[src/rtl/aes_block_sequencer.sv]
// AES block sequencer: walks a job of cipher blocks through the engine by
// fetching BLOCK_WORDS words from the source streamer, starting the cipher,
// then draining BLOCK_WORDS result words to the sink streamer, per block.
module aes_block_sequencer #(
  parameter int WORD_BYTES  = 4,
  parameter int BLOCK_WORDS = 4,
  parameter int ADDR_W      = 32,
  parameter int CNT_W       = 16
) (
  input  logic                           clk,
  input  logic                           reset_n,
  input  logic                           clear,
  input  logic                           start_i,
  input  logic [ADDR_W-1:0]              in_addr_i,
  input  logic [ADDR_W-1:0]              out_addr_i,
  input  logic [31:0]                    byte_len_i,
  output logic                           src_req_o,
  output logic [ADDR_W-1:0]              src_addr_o,
  input  logic                           src_ready_i,
  input  logic                           src_done_i,
  output logic                           sink_req_o,
  output logic [ADDR_W-1:0]              sink_addr_o,
  input  logic                           sink_ready_i,
  input  logic                           sink_done_i,
  output logic                           eng_start_o,
  output logic                           eng_load_o,
  output logic                           eng_go_o,
  input  logic                           eng_done_i,
  output logic                           eng_rd_o,
  output logic [$clog2(BLOCK_WORDS)-1:0] eng_word_idx_o,
  output logic                           busy_o,
  output logic                           done_o,
  output logic                           err_o,
  output logic [CNT_W-1:0]               blocks_done_o
);

  localparam int IDX_W       = $clog2(BLOCK_WORDS);
  localparam int BLOCK_BYTES = WORD_BYTES * BLOCK_WORDS;
  localparam logic [IDX_W-1:0] LAST_WORD = IDX_W'(BLOCK_WORDS - 1);

  typedef enum logic [3:0] {
    IDLE, LOAD, RD_REQ, RD_WAIT, CRYPT, WR_REQ, WR_WAIT, NEXT, FINISH, ERROR
  } state_t;

  state_t             state_q, state_d;
  logic [ADDR_W-1:0]  in_base_q, in_base_d;
  logic [ADDR_W-1:0]  out_base_q, out_base_d;
  logic [CNT_W-1:0]   nblk_q, nblk_d;
  logic [CNT_W-1:0]   blk_q, blk_d;
  logic [IDX_W-1:0]   word_q, word_d;
  logic               go_q, go_d;
  logic               err_q, err_d;
  logic [ADDR_W-1:0]  xfer_off;
  logic               misaligned;

  // Number of blocks in a job: ceil(len / block bytes), saturated to the counter range.
  function automatic logic [CNT_W-1:0] calc_nblk(input logic [31:0] len);
    logic [32:0] len_rnd;
    logic [32:0] nblk_full;
    len_rnd   = {1'b0, len} + 33'(BLOCK_BYTES - 1);
    nblk_full = len_rnd / 33'(BLOCK_BYTES);
    if (|(nblk_full >> CNT_W)) calc_nblk = '1;
    else                       calc_nblk = CNT_W'(nblk_full);
  endfunction

  // Both streamers share one offset; the adds wrap modulo 2^ADDR_W.
  assign xfer_off = ADDR_W'(blk_q) * ADDR_W'(BLOCK_BYTES)
                  + ADDR_W'(word_q) * ADDR_W'(WORD_BYTES);
  assign src_addr_o     = in_base_q + xfer_off;
  assign sink_addr_o    = out_base_q + xfer_off;
  assign eng_word_idx_o = word_q;
  assign busy_o         = (state_q != IDLE);
  assign err_o          = err_q;
  assign blocks_done_o  = blk_q;
  assign misaligned     = ((in_addr_i  % ADDR_W'(WORD_BYTES)) != '0) ||
                          ((out_addr_i % ADDR_W'(WORD_BYTES)) != '0);

  // Next-state and output decode; clear overrides everything.
  always_comb begin
    state_d     = state_q;
    in_base_d   = in_base_q;
    out_base_d  = out_base_q;
    nblk_d      = nblk_q;
    blk_d       = blk_q;
    word_d      = word_q;
    go_d        = 1'b0;
    err_d       = err_q;
    src_req_o   = 1'b0;
    sink_req_o  = 1'b0;
    eng_start_o = 1'b0;
    eng_load_o  = 1'b0;
    eng_go_o    = 1'b0;
    eng_rd_o    = 1'b0;
    done_o      = 1'b0;

    unique case (state_q)
      IDLE: begin
        if (start_i) begin
          state_d = LOAD;
          err_d   = 1'b0;
        end
      end
      LOAD: begin
        eng_start_o = 1'b1;
        in_base_d   = in_addr_i;
        out_base_d  = out_addr_i;
        nblk_d      = calc_nblk(byte_len_i);
        word_d      = '0;
        blk_d       = '0;
        if (misaligned) begin
          state_d = ERROR;
          err_d   = 1'b1;
        end else if (calc_nblk(byte_len_i) == '0) begin
          state_d = FINISH;
        end else begin
          state_d = RD_REQ;
        end
      end
      RD_REQ: begin
        src_req_o = 1'b1;
        if (src_ready_i) state_d = RD_WAIT;
      end
      RD_WAIT: begin
        if (src_done_i) begin
          eng_load_o = 1'b1;
          if (word_q == LAST_WORD) begin
            word_d  = '0;
            go_d    = 1'b1;
            state_d = CRYPT;
          end else begin
            word_d  = word_q + 1'b1;
            state_d = RD_REQ;
          end
        end
      end
      CRYPT: begin
        // go_q is only set on the cycle CRYPT is entered.
        eng_go_o = go_q;
        if (eng_done_i) begin
          word_d  = '0;
          state_d = WR_REQ;
        end
      end
      WR_REQ: begin
        sink_req_o = 1'b1;
        if (sink_ready_i) state_d = WR_WAIT;
      end
      WR_WAIT: begin
        if (sink_done_i) begin
          eng_rd_o = 1'b1;
          if (word_q == LAST_WORD) begin
            word_d  = '0;
            state_d = NEXT;
          end else begin
            word_d  = word_q + 1'b1;
            state_d = WR_REQ;
          end
        end
      end
      NEXT: begin
        blk_d  = blk_q + 1'b1;
        word_d = '0;
        if (blk_d == nblk_q) state_d = FINISH;
        else                 state_d = RD_REQ;
      end
      FINISH: begin
        done_o  = 1'b1;
        state_d = IDLE;
      end
      ERROR: begin
        state_d = IDLE;
      end
      default: begin
        state_d = IDLE;
      end
    endcase

    if (clear) begin
      state_d     = IDLE;
      in_base_d   = '0;
      out_base_d  = '0;
      nblk_d      = '0;
      blk_d       = '0;
      word_d      = '0;
      go_d        = 1'b0;
      err_d       = 1'b0;
      src_req_o   = 1'b0;
      sink_req_o  = 1'b0;
      eng_start_o = 1'b0;
      eng_load_o  = 1'b0;
      eng_go_o    = 1'b0;
      eng_rd_o    = 1'b0;
      done_o      = 1'b0;
    end
  end

  // State and job registers with asynchronous active-low reset.
  always_ff @(posedge clk or negedge reset_n) begin
    if (!reset_n) begin
      state_q    <= IDLE;
      in_base_q  <= '0;
      out_base_q <= '0;
      nblk_q     <= '0;
      blk_q      <= '0;
      word_q     <= '0;
      go_q       <= 1'b0;
      err_q      <= 1'b0;
    end else begin
      state_q    <= state_d;
      in_base_q  <= in_base_d;
      out_base_q <= out_base_d;
      nblk_q     <= nblk_d;
      blk_q      <= blk_d;
      word_q     <= word_d;
      go_q       <= go_d;
      err_q      <= err_d;
    end
  end

endmodule

[config.mk]
export PLATFORM = sky130hd
export DESIGN_NAME = aes_block_sequencer
export DESIGN_NICKNAME = d
export VERILOG_FILES = /design/src/rtl/aes_block_sequencer.sv
export SDC_FILE = /design/constraint.sdc
export NUM_CORES = 1
export LEC_CHECK = 0
export BUFFER_PORTS_ARGS = -buffer_cell sky130_fd_sc_hd__buf_4
export CELL_PAD_IN_SITES_DETAIL_PLACEMENT = 1
export CELL_PAD_IN_SITES_GLOBAL_PLACEMENT = 1
export CORE_MARGIN = 4
export CORE_UTILIZATION = 40
export DETAILED_ROUTE_END_ITERATION = 12
export GPL_TIMING_DRIVEN = 0
export PLACE_DENSITY_LB_ADDON = 0.1
export SLEW_MARGIN = 20
export SYNTH_ARGS = -nofsm -noshare
export SYNTH_HDL_FRONTEND = slang
export SYNTH_SLANG_ARGS = --single-unit
[constraint.sdc]
create_clock -name clk -period 3.45 [get_ports clk]
set_input_delay 0.69 -clock clk [delete_from_list [all_inputs] [get_ports clk]]
set_output_delay 0.69 -clock clk [all_outputs]
set_load 0.01 [all_outputs]
=== Yosys cells after proc, flatten, opt, wreduce, memory -nomap -nowiden ===
Index checks and enable logic that the tools add are counted.

* Register bits after elaboration: 104
* Input bits: 105
* Output and inout port bits: 91
* Logic and storage cells: 100

* $add $sub $neg: 6
* Eq/ne operators: 17
* Muxes and demuxes: 54
* Reduce and logical (&&, ||, !) cells: 15

{| class="wikitable"
|+ Operators by type and width
! kind !! count
|-
| $mux 32 || 4
|-
| $mux 16 || 6
|-
| $add 32x21->32 || 2
|-
| $reduce_bool 32->1 || 2
|-
| $mux 4 || 10
|-
| $add 32x4->33 const B || 1
|-
| $pmux 16 s2 || 1
|-
| $pmux 4 s8 || 1
|-
| $mux 1 || 23
|-
| $add 20x4->21 || 1
|-
| $ne 3x3->1 const B || 7
|-
| $add 16x1->16 const B || 1
|-
| $eq 16x16->1 || 1
|-
| $eq 4x3->1 const B || 4
|-
| $logic_not 16->1 || 1
|-
| $reduce_or 13->1 || 1
|-
| $mux 2 || 6
|-
| $eq 4x2->1 const B || 2
|-
| $pmux 2 s4 || 1
|-
| $reduce_and 6->1 || 1
|-
| $reduce_bool 3->1 || 2
|-
| $reduce_bool 5->1 || 1
|-
| $eq 4x1->1 const B || 1
|-
| $eq 4x4->1 const B || 1
|-
| other kinds (11) || 11
|}

=== Logic depth before layout (Yosys ltp) ===
Gate-level depths: netlist of run 1.

* Word-level depth: 10
* Depth in mapped cells: 10

=== Worst setup path after synthesis of run 1 ===
Ideal clock, no wire load.

* Path kind: reg2out
* Start point: register word_q[0], in the netlist eng_word_idx_o[0]
* End point: output port sink_addr_o[22]
* Arrival: 2612 ps
* Data required time: 2760 ps
* Path slack: 148 ps
* Stages on the path, launching flop included: 11
* Buffers on the path: 0
* Cell sequence: dfrtp_1 > ha_1 > inv_1 > fa_1 > nor2b_1 > o31a_1 > o211ai_1 > or2_2 > a41oi_1 > and3_1 > xor2_1

* Longest elaborated chain between the ends: 2

{| class="wikitable"
|+ RTL lines
! what !! line !! text
|-
| from (decl) || 50 || <nowiki>logic [IDX_W-1:0] word_q, word_d;</nowiki>
|-
| from (signal assigned) || 214 || <nowiki>word_q <= word_d;</nowiki>
|-
| $add 20x4->21 || 68 || <nowiki>+ ADDR_W'(word_q) * ADDR_W'(WORD_BYTES);</nowiki>
|-
| $add 32x21->32 || 70 || <nowiki>assign sink_addr_o = out_base_q + xfer_off;</nowiki>
|-
| to (decl) || 22 || <nowiki>output logic [ADDR_W-1:0] sink_addr_o,</nowiki>
|}

Every way passes these cells.

=== Final worst setup path of run 1 ===
Same ends and word-level chain as after synthesis.

==> metrics.txt, run 1 <==
status complete, but fails checks; failing checks setup timing; total congestion overflow 0; fmax 263 MHz; combinational power share 45.8%; Final min period 3.80 ns; die area 21800 um^2; Clock Tree Buf Depth 2; All-Layer GR Usage 25.3%; Cell Count, Final, Fillers Out 1456; Worst Setup SP eng_word_idx_o[0]; DR vias 8088; Synth async-reset ratio 100%; internal power 3.06 mW; Slew Limit Headroom 45.9%; Sw Share 41.3%; syn nets 1096; I/O pin count 196; Final Hold Vio Count 0; Worst Hold Class in2async; Worst Setup End Kind output port; Max Cap Violations 0; critical path class reg2out; Clock power frac 21.4%; Residual DRC 0; GP Congestion 0.918; synthesized flop and latch total 104; layout cell share with drive strength beyond 1 29.7%; CTS Buf Count 9; met3 global-route usage 3.03%; post-route clock period utilization 110%; initial antenna violation count 0; Startpoint Class flop; global route hottest layer met2; Routed wire per std cell 19.7 um; Sequential Power Share 32.9%; DRT Pass-1 Iters 6; Site Rows 50; hpwl dp 21000 um; Post-CTS Hold Buffers 0; worst hold slack 0.206 ns; CTS tree built; I/O Buffers 191; Critical Path RT 2.76 ns; Reg clk slew, reported paths 0.08 ns; final setup vio count 23; placed cell count 1402; EDFF count, synth 0; Die Ht 148 um; Cell Area, Placed 9580 um^2; end of the worst register-to-register path state_q[3]; Diodes inserted 0; worst r2r src blocks_done_o[5]; CORE AREA 19000 um^2; final setup margin -0.349 ns; fill cell count 2313; H-tree depth 3; crit-path max FO 4; routed vias/inst 5.55; PD cells 489 nW/um^2; sequential area share after synthesis 33.3%; VDD IR max 0.268 mV; TritonCTS Sinks 104; first-pass GRT wire length 44400 um; Cell Area, Synth 7820 um^2; most used flip-flop cell after synthesis dfrtp_1; CP Data Arrival Time 3.11 ns; Slew @ Worst Pin 0.807 ns; routing usage on met2 43.7%; Worst Clk Skew 0.0115 ns; Area Overhead vs Synth 36.6%; sw power 2.16 mW; Post-Syn Instances 951; GR met1 Demand/Resource 33.3%; flop2flop setup slack 0.51 ns; Final Util 56.3%; 1st-iter DRT viols 276; Nets 1336; RSZ-0062 raised after global routing yes; synthesized area per cell 8.22 um^2; pins over their slew limit 0; Antenna Violating Nets Remaining 0; Leak 4.75 nW; initial core utilization 41.2%; DRT Wirelength 28700 um; Reg2Reg Depth 8; yosys warns 0; maximum number of pins on one net before global-route repair 105; Worst-Skew Late Latency 0.37 ns; final cell area excluding filler cells 10700 um^2; Synth cell types 75; Die X-Extent 148 um; vias in the first global route 8383; Clock Root Buffer clkbuf_16; worst setup path end sink_addr_o[22]
==> worst min path at each step <==
stage | start | endpoint | slack, ns | cells past startpoint
floorplan | reset_n | blocks_done_o[0] | 0.39 | 0
global placement | out_base_q[1] | out_base_q[1] | 0.51 | 2
detailed placement | in_base_q[1] | in_base_q[1] | 0.52 | 2
CTS | reset_n | out_base_q[15] | 0.51 | 1
global route | reset_n | out_base_q[11] | 0.22 | 1
finish | reset_n | out_base_q[11] | 0.21 | 1
==> state kept, by name (all words and copies together), names as in the netlist <==
register and flops:
eng_word_idx_o 2, go_q 1, blocks_done_o 16, err_o 1
state_q 4, nblk_q 16, out_base_q 32, in_base_q 32
==> synthesized netlist by cell type (all sizes together) (3+ instances only) <==
| cell | instances | share of area [%] |
|---|---|---|
| a21oi | 103 | 6.6 |
| a21o | 7 | 0.67 |
| and4 | 5 | 0.56 |
| a41oi | 4 | 0.45 |
| xnor2 | 64 | 7.2 |
| nor2b | 8 | 0.64 |
| o21a | 13 | 1.2 |
| nor4 | 16 | 1.6 |
| or3 | 7 | 0.62 |
| a311oi | 15 | 2.2 |
| and3 | 16 | 1.3 |
| nand2 | 171 | 8.2 |
| nor3b | 3 | 0.29 |
| o211ai | 3 | 0.29 |
| o21ai | 46 | 2.9 |
| and2 | 7 | 0.59 |
| nor2 | 63 | 3.0 |
| a31oi | 7 | 0.56 |
| nand4 | 19 | 1.7 |
| mux2i | 5 | 0.64 |
| a22o | 5 | 0.56 |
| or2 | 4 | 0.32 |
| nand2b | 8 | 0.64 |
| dfrtp | 104 | 33 |
| o22ai | 3 | 0.32 |
| o21bai | 4 | 0.38 |
| nor3 | 14 | 1.0 |
| clkbuf | 46 | 2.2 |
| xor2 | 25 | 2.8 |
| a211oi | 6 | 0.58 |
| o41ai | 5 | 1.0 |
| or4 | 3 | 0.34 |
| nand3 | 33 | 2.1 |
| o31a | 5 | 0.56 |
| ha | 38 | 6.1 |
| buf | 12 | 0.94 |
| o31ai | 6 | 0.58 |
| inv | 18 | 0.86 |
==> power by group through the flow <==
stage / combinational (mW) / sequential, mW / clock, mW
3_3_place_gp: 2.19 / 1.71 / 0
5_1_grt: 2.63 / 1.75 / 1.17
4_1_cts: 2.34 / 1.70 / 1.13
3_5_place_dp: 2.25 / 1.72 / 0
2_1_floorplan: 1.37 / 1.65 / 0
6_report: 2.39 / 1.72 / 1.11
==> critical path, stage by stage (launching register included) <==
cell      delay (ns)
dfrtp_2         0.40
buf_6           0.11
ha_4            0.13
inv_2           0.04
fa_2            0.38
nor2b_4         0.13
o31a_1          0.22
o211ai_1        0.13
or2_4           0.27
a41oi_4         0.37
and3_4          0.26
xor2_1          0.16
buf_4           0.14
==> metal layers <==
| layer | wire, um | part of all wire [%] |
|---|---|---|
| met1 | 12800 | 44 |
| met2 | 14100 | 49 |
| met3 | 1110 | 3.9 |
| met4 | 741 | 2.6 |
| met5 | 0 | 0 |
==> layout by cell type, fill, tap and decap left out, drive strengths merged, types with 6 or more instances in the layout <==
cell	count
a211oi	6
or3	7
xor2	25
nor4	16
a21o	7
a31oi	7
and3	16
clkbuf	54
nand3	33
dfrtp	104
nand2	171
nor2	63
a21oi	103
nor3	14
xnor2	64
inv	21
buf	243
nand2b	8
and2	7
o31ai	6
nor2b	8
nand4	19
o21ai	46
o21a	13
ha	38
a311oi	15
==> through the flow <==
stage	setup slack (ns)	power, mW	setup TNS [ns]
2_1_floorplan	0.148	3.02	0
5_1_grt	-0.486	5.55	-7.78
3_3_place_gp	-0.606	3.90	-4.99
6_report	-0.349	5.22	-4.15
4_1_cts	-0.433	5.17	-7.00
3_5_place_dp	-0.697	3.98	-5.71
==> layout make-up <==
cell class | count | area (um^2) | share of cell area [%]
clock buffer | 10 | 239 | 2.24
inverter | 18 | 67.6 | 0.633
buffer | 56 | 239 | 2.24
timing repair buffer | 231 | 1800 | 16.9
sequential | 104 | 2620 | 24.5
multi-input combinational | 771 | 5320 | 49.8
clock inverter | 6 | 73.8 | 0.691
tap | 260 | 325 | 3.05
==> cell families after synthesis <==
family / count (synthesis) / synth area share, %
muxes: 5 / 0.640
adders and majority gates: 40 / 6.59
AOI/OAI and AO/OA: 254 / 21.7
and+or+nand+nor: 382 / 23.5
DFF: 104 / 33.3
buffers and inverters: 76 / 4.02
xor gates and xnor gates: 90 / 10.3
==> timing repair <==
item                       CTS  global route
buffers inserted            25            16
setup endpoints to repair   37            38
pin swaps                   30            26
gates resized for setup     57            47
hold endpoints to repair     0             0
No activity file was read; power rests on OpenSTA's default activity.
==> inputs of run 2 (changes only) <==
--- a/config.mk
+++ b/config.mk
@@ -13,6 +13,7 @@
 export DETAILED_ROUTE_END_ITERATION = 12
 export GPL_TIMING_DRIVEN = 0
 export PLACE_DENSITY_LB_ADDON = 0.1
+export REMOVE_ABC_BUFFERS = 1
 export SLEW_MARGIN = 20
 export SYNTH_ARGS = -nofsm -noshare
 export SYNTH_HDL_FRONTEND = slang
==> run 2 against run 1 <==
Net effect:
- the flow still finishes with violations (setup timing)
- combinational power down 2%
- global-route usage shrank 2.5 points
- utilization up 0.079 points
- die area is the same
- cell count decreased by 3.0%
- maximum frequency decreased by 0.26%
- power is 0.47% higher
- via count down 2.5%
- critical endpoint is now src_addr_o[20]
- non-clock buffer count is 44 lower
- register-to-register slack lost 0.02 ns
- highest routed layer unchanged
==> metrics.txt, run 2 (same netlist as run 1, synthesis figures left out) <==
PD cells 490 nW/um^2 (was 489 nW/um^2); die area 21800 um^2 (unchanged); 1st-iter DRT viols 301 (was 276); leading cell type in the layout, fill and taps excluded buf_4 (unchanged); Antenna Violating Nets Remaining 0 (unchanged); I/O Buffers 195 (was 191); Final Hold Vio Count 0 (unchanged); fmax 263 MHz (about the same); Clock Tree Buf Depth 2 (unchanged); DR vias 7884 (was 8088); Slew Limit Headroom 41.1% (was 45.9%); Diodes inserted 0 (unchanged); Routed wire per std cell 18.7 um (was 19.7 um); placed cell count 1358 (was 1402); routed vias/inst 5.58 (was 5.55); flop2flop setup slack 0.49 ns (was 0.51 ns); most frequent cells in the layout buf_4 (228), nand2_1 (170), a21oi_1 (94), dfrtp_1 (88), nor2_1 (61) (was buf_4 (222), nand2_1 (169), a21oi_1 (96), dfrtp_1 (94), nor2_1 (63)); fill cell count 2263 (was 2313); Startpoint Class flop (unchanged); worst r2r src blocks_done_o[1] (was blocks_done_o[5]); Nets 1292 (was 1336); Final min period 3.81 ns (was 3.80 ns); Leak 4.76 nW (was 4.75 nW); Die X-Extent 148 um (unchanged); total congestion overflow 0 (unchanged); Worst Hold Class in2async (unchanged); Worst Clk Skew 0.0111 ns (was 0.0115 ns); GP Congestion 0.855 (was 0.918); DRT Wirelength 26500 um (was 28700 um); CP Data Arrival Time 3.12 ns (was 3.11 ns); final setup margin -0.359 ns (was -0.349 ns); Cell Count, Final, Fillers Out 1412 (was 1456); I/O pin count 196 (unchanged); end of the worst register-to-register path state_q[3] (unchanged); initial core utilization 41.2% (unchanged); final setup vio count 22 (was 23); Max Cap Violations 0 (unchanged); TritonCTS Sinks 104 (unchanged); critical path class reg2out (unchanged); pins over their slew limit 0 (unchanged); Die Ht 148 um (unchanged); initial antenna violation count 0 (unchanged); maximum number of pins on one net before global-route repair 105 (unchanged); failing checks setup timing (unchanged); Critical Path RT 2.76 ns (about the same); layout cell share with drive strength beyond 1 32.1% (was 29.7%); CORE AREA 19000 um^2 (unchanged); post-route clock period utilization 110% (about the same); Area Overhead vs Synth 36.8% (was 36.6%); Residual DRC 0 (unchanged); vias in the first global route 8139 (was 8383); Worst-Skew Late Latency 0.36 ns (was 0.37 ns); Reg clk slew, reported paths 0.08 ns (about the same); first-pass GRT wire length 41300 um (was 44400 um); status complete, but fails checks (unchanged); Site Rows 50 (unchanged); CTS Buf Count 9 (unchanged); Reg2Reg Depth 9 (was 8); All-Layer GR Usage 22.8% (was 25.3%); RSZ-0062 raised after global routing yes (unchanged); VDD IR max 0.246 mV (was 0.268 mV); Worst Setup End Kind output port (unchanged); Clock Root Buffer clkbuf_16 (unchanged); Final Util 56.4% (was 56.3%); H-tree depth 3 (unchanged); Post-CTS Hold Buffers 0 (unchanged); CTS tree built (unchanged); crit-path max FO 3 (was 4); DRT Pass-1 Iters 4 (was 6); Slew @ Worst Pin 0.884 ns (was 0.807 ns); Largest regs in_base_q (32), out_base_q (32) (unchanged); hpwl dp 17700 um (was 21000 um)
==> run 2: per-layer routing <==
metal	wire length, um	GRT usage [%]	up-vias
met5	0	0	-
met4	292	4.05	0
met3	1200	3.71	29
met2	13500	41.1	170
met1	11400	29.2	3888
li1	-	-	3797
==> run 2: per-stage QoR <==
stage	area (um^2)	setup slack [ns]	TNS, ns	power [mW]	hold slack, ns
after floorplan	7570	-3.07	-225.61	3.08	0.394
after global placement	9360	-7.14	-525.72	3.18	0.515
after detailed placement	9480	-0.609	-7.61	3.93	0.516
after CTS	10300	-0.375	-4.63	5.17	0.507
after global routing	10700	-0.473	-7.72	5.61	0.339
final	10700	-0.359	-4.04	5.24	0.299
==> run 2: worst max path at each step <==
stage / to / slack (ns) / depth (start not counted) / from
floorplan: state_q[0] / -3.07 / 6 / state_q[1]
global placement: state_q[0] / -7.14 / 6 / state_q[1]
detailed placement: src_addr_o[29] / -0.61 / 9 / blocks_done_o[5]
CTS: src_addr_o[20] / -0.37 / 12 / eng_word_idx_o[0]
global route: src_addr_o[20] / -0.47 / 13 / eng_word_idx_o[0]
finish: src_addr_o[20] / -0.36 / 13 / eng_word_idx_o[0]
==> run 2: report_power, final <==
| part | internal, mW | switching (mW) |
|---|---|---|
| Sequential | 1.47 | 0.273 |
| Combinational | 1.06 | 1.28 |
| Clock | 0.661 | 0.496 |
| Total | 3.20 | 2.05 |
==> run 2: worst max-delay path, cell delays in order (launching register included) <==
cell      delay (ns)
dfrtp_2         0.41
buf_6           0.12
ha_4            0.15
inv_2           0.05
fa_2            0.22
nor2b_2         0.05
o31a_1          0.28
o31a_1          0.35
o41ai_4         0.22
buf_4           0.20
o21ai_4         0.08
a311oi_2        0.31
xnor2_1         0.16
buf_4           0.15
==> run 2: area by class of cell <==
type,count,area (um^2),area share [%]
clock inverters,6,90.1,0.842
clock buffers,10,239,2.23
repair buffers,243,1920,18.0
well taps,260,325,3.04
flip-flops and latches,104,2620,24.5
multi-input cells,771,5430,50.7
inverters,18,67.6,0.632
==> run 2: what timing repair did <==
item                       in CTS  in global routing
gates resized for setup        71                 47
setup endpoints to repair      35                 36
setup buffers                  22                 15
pin swaps                      30                 37
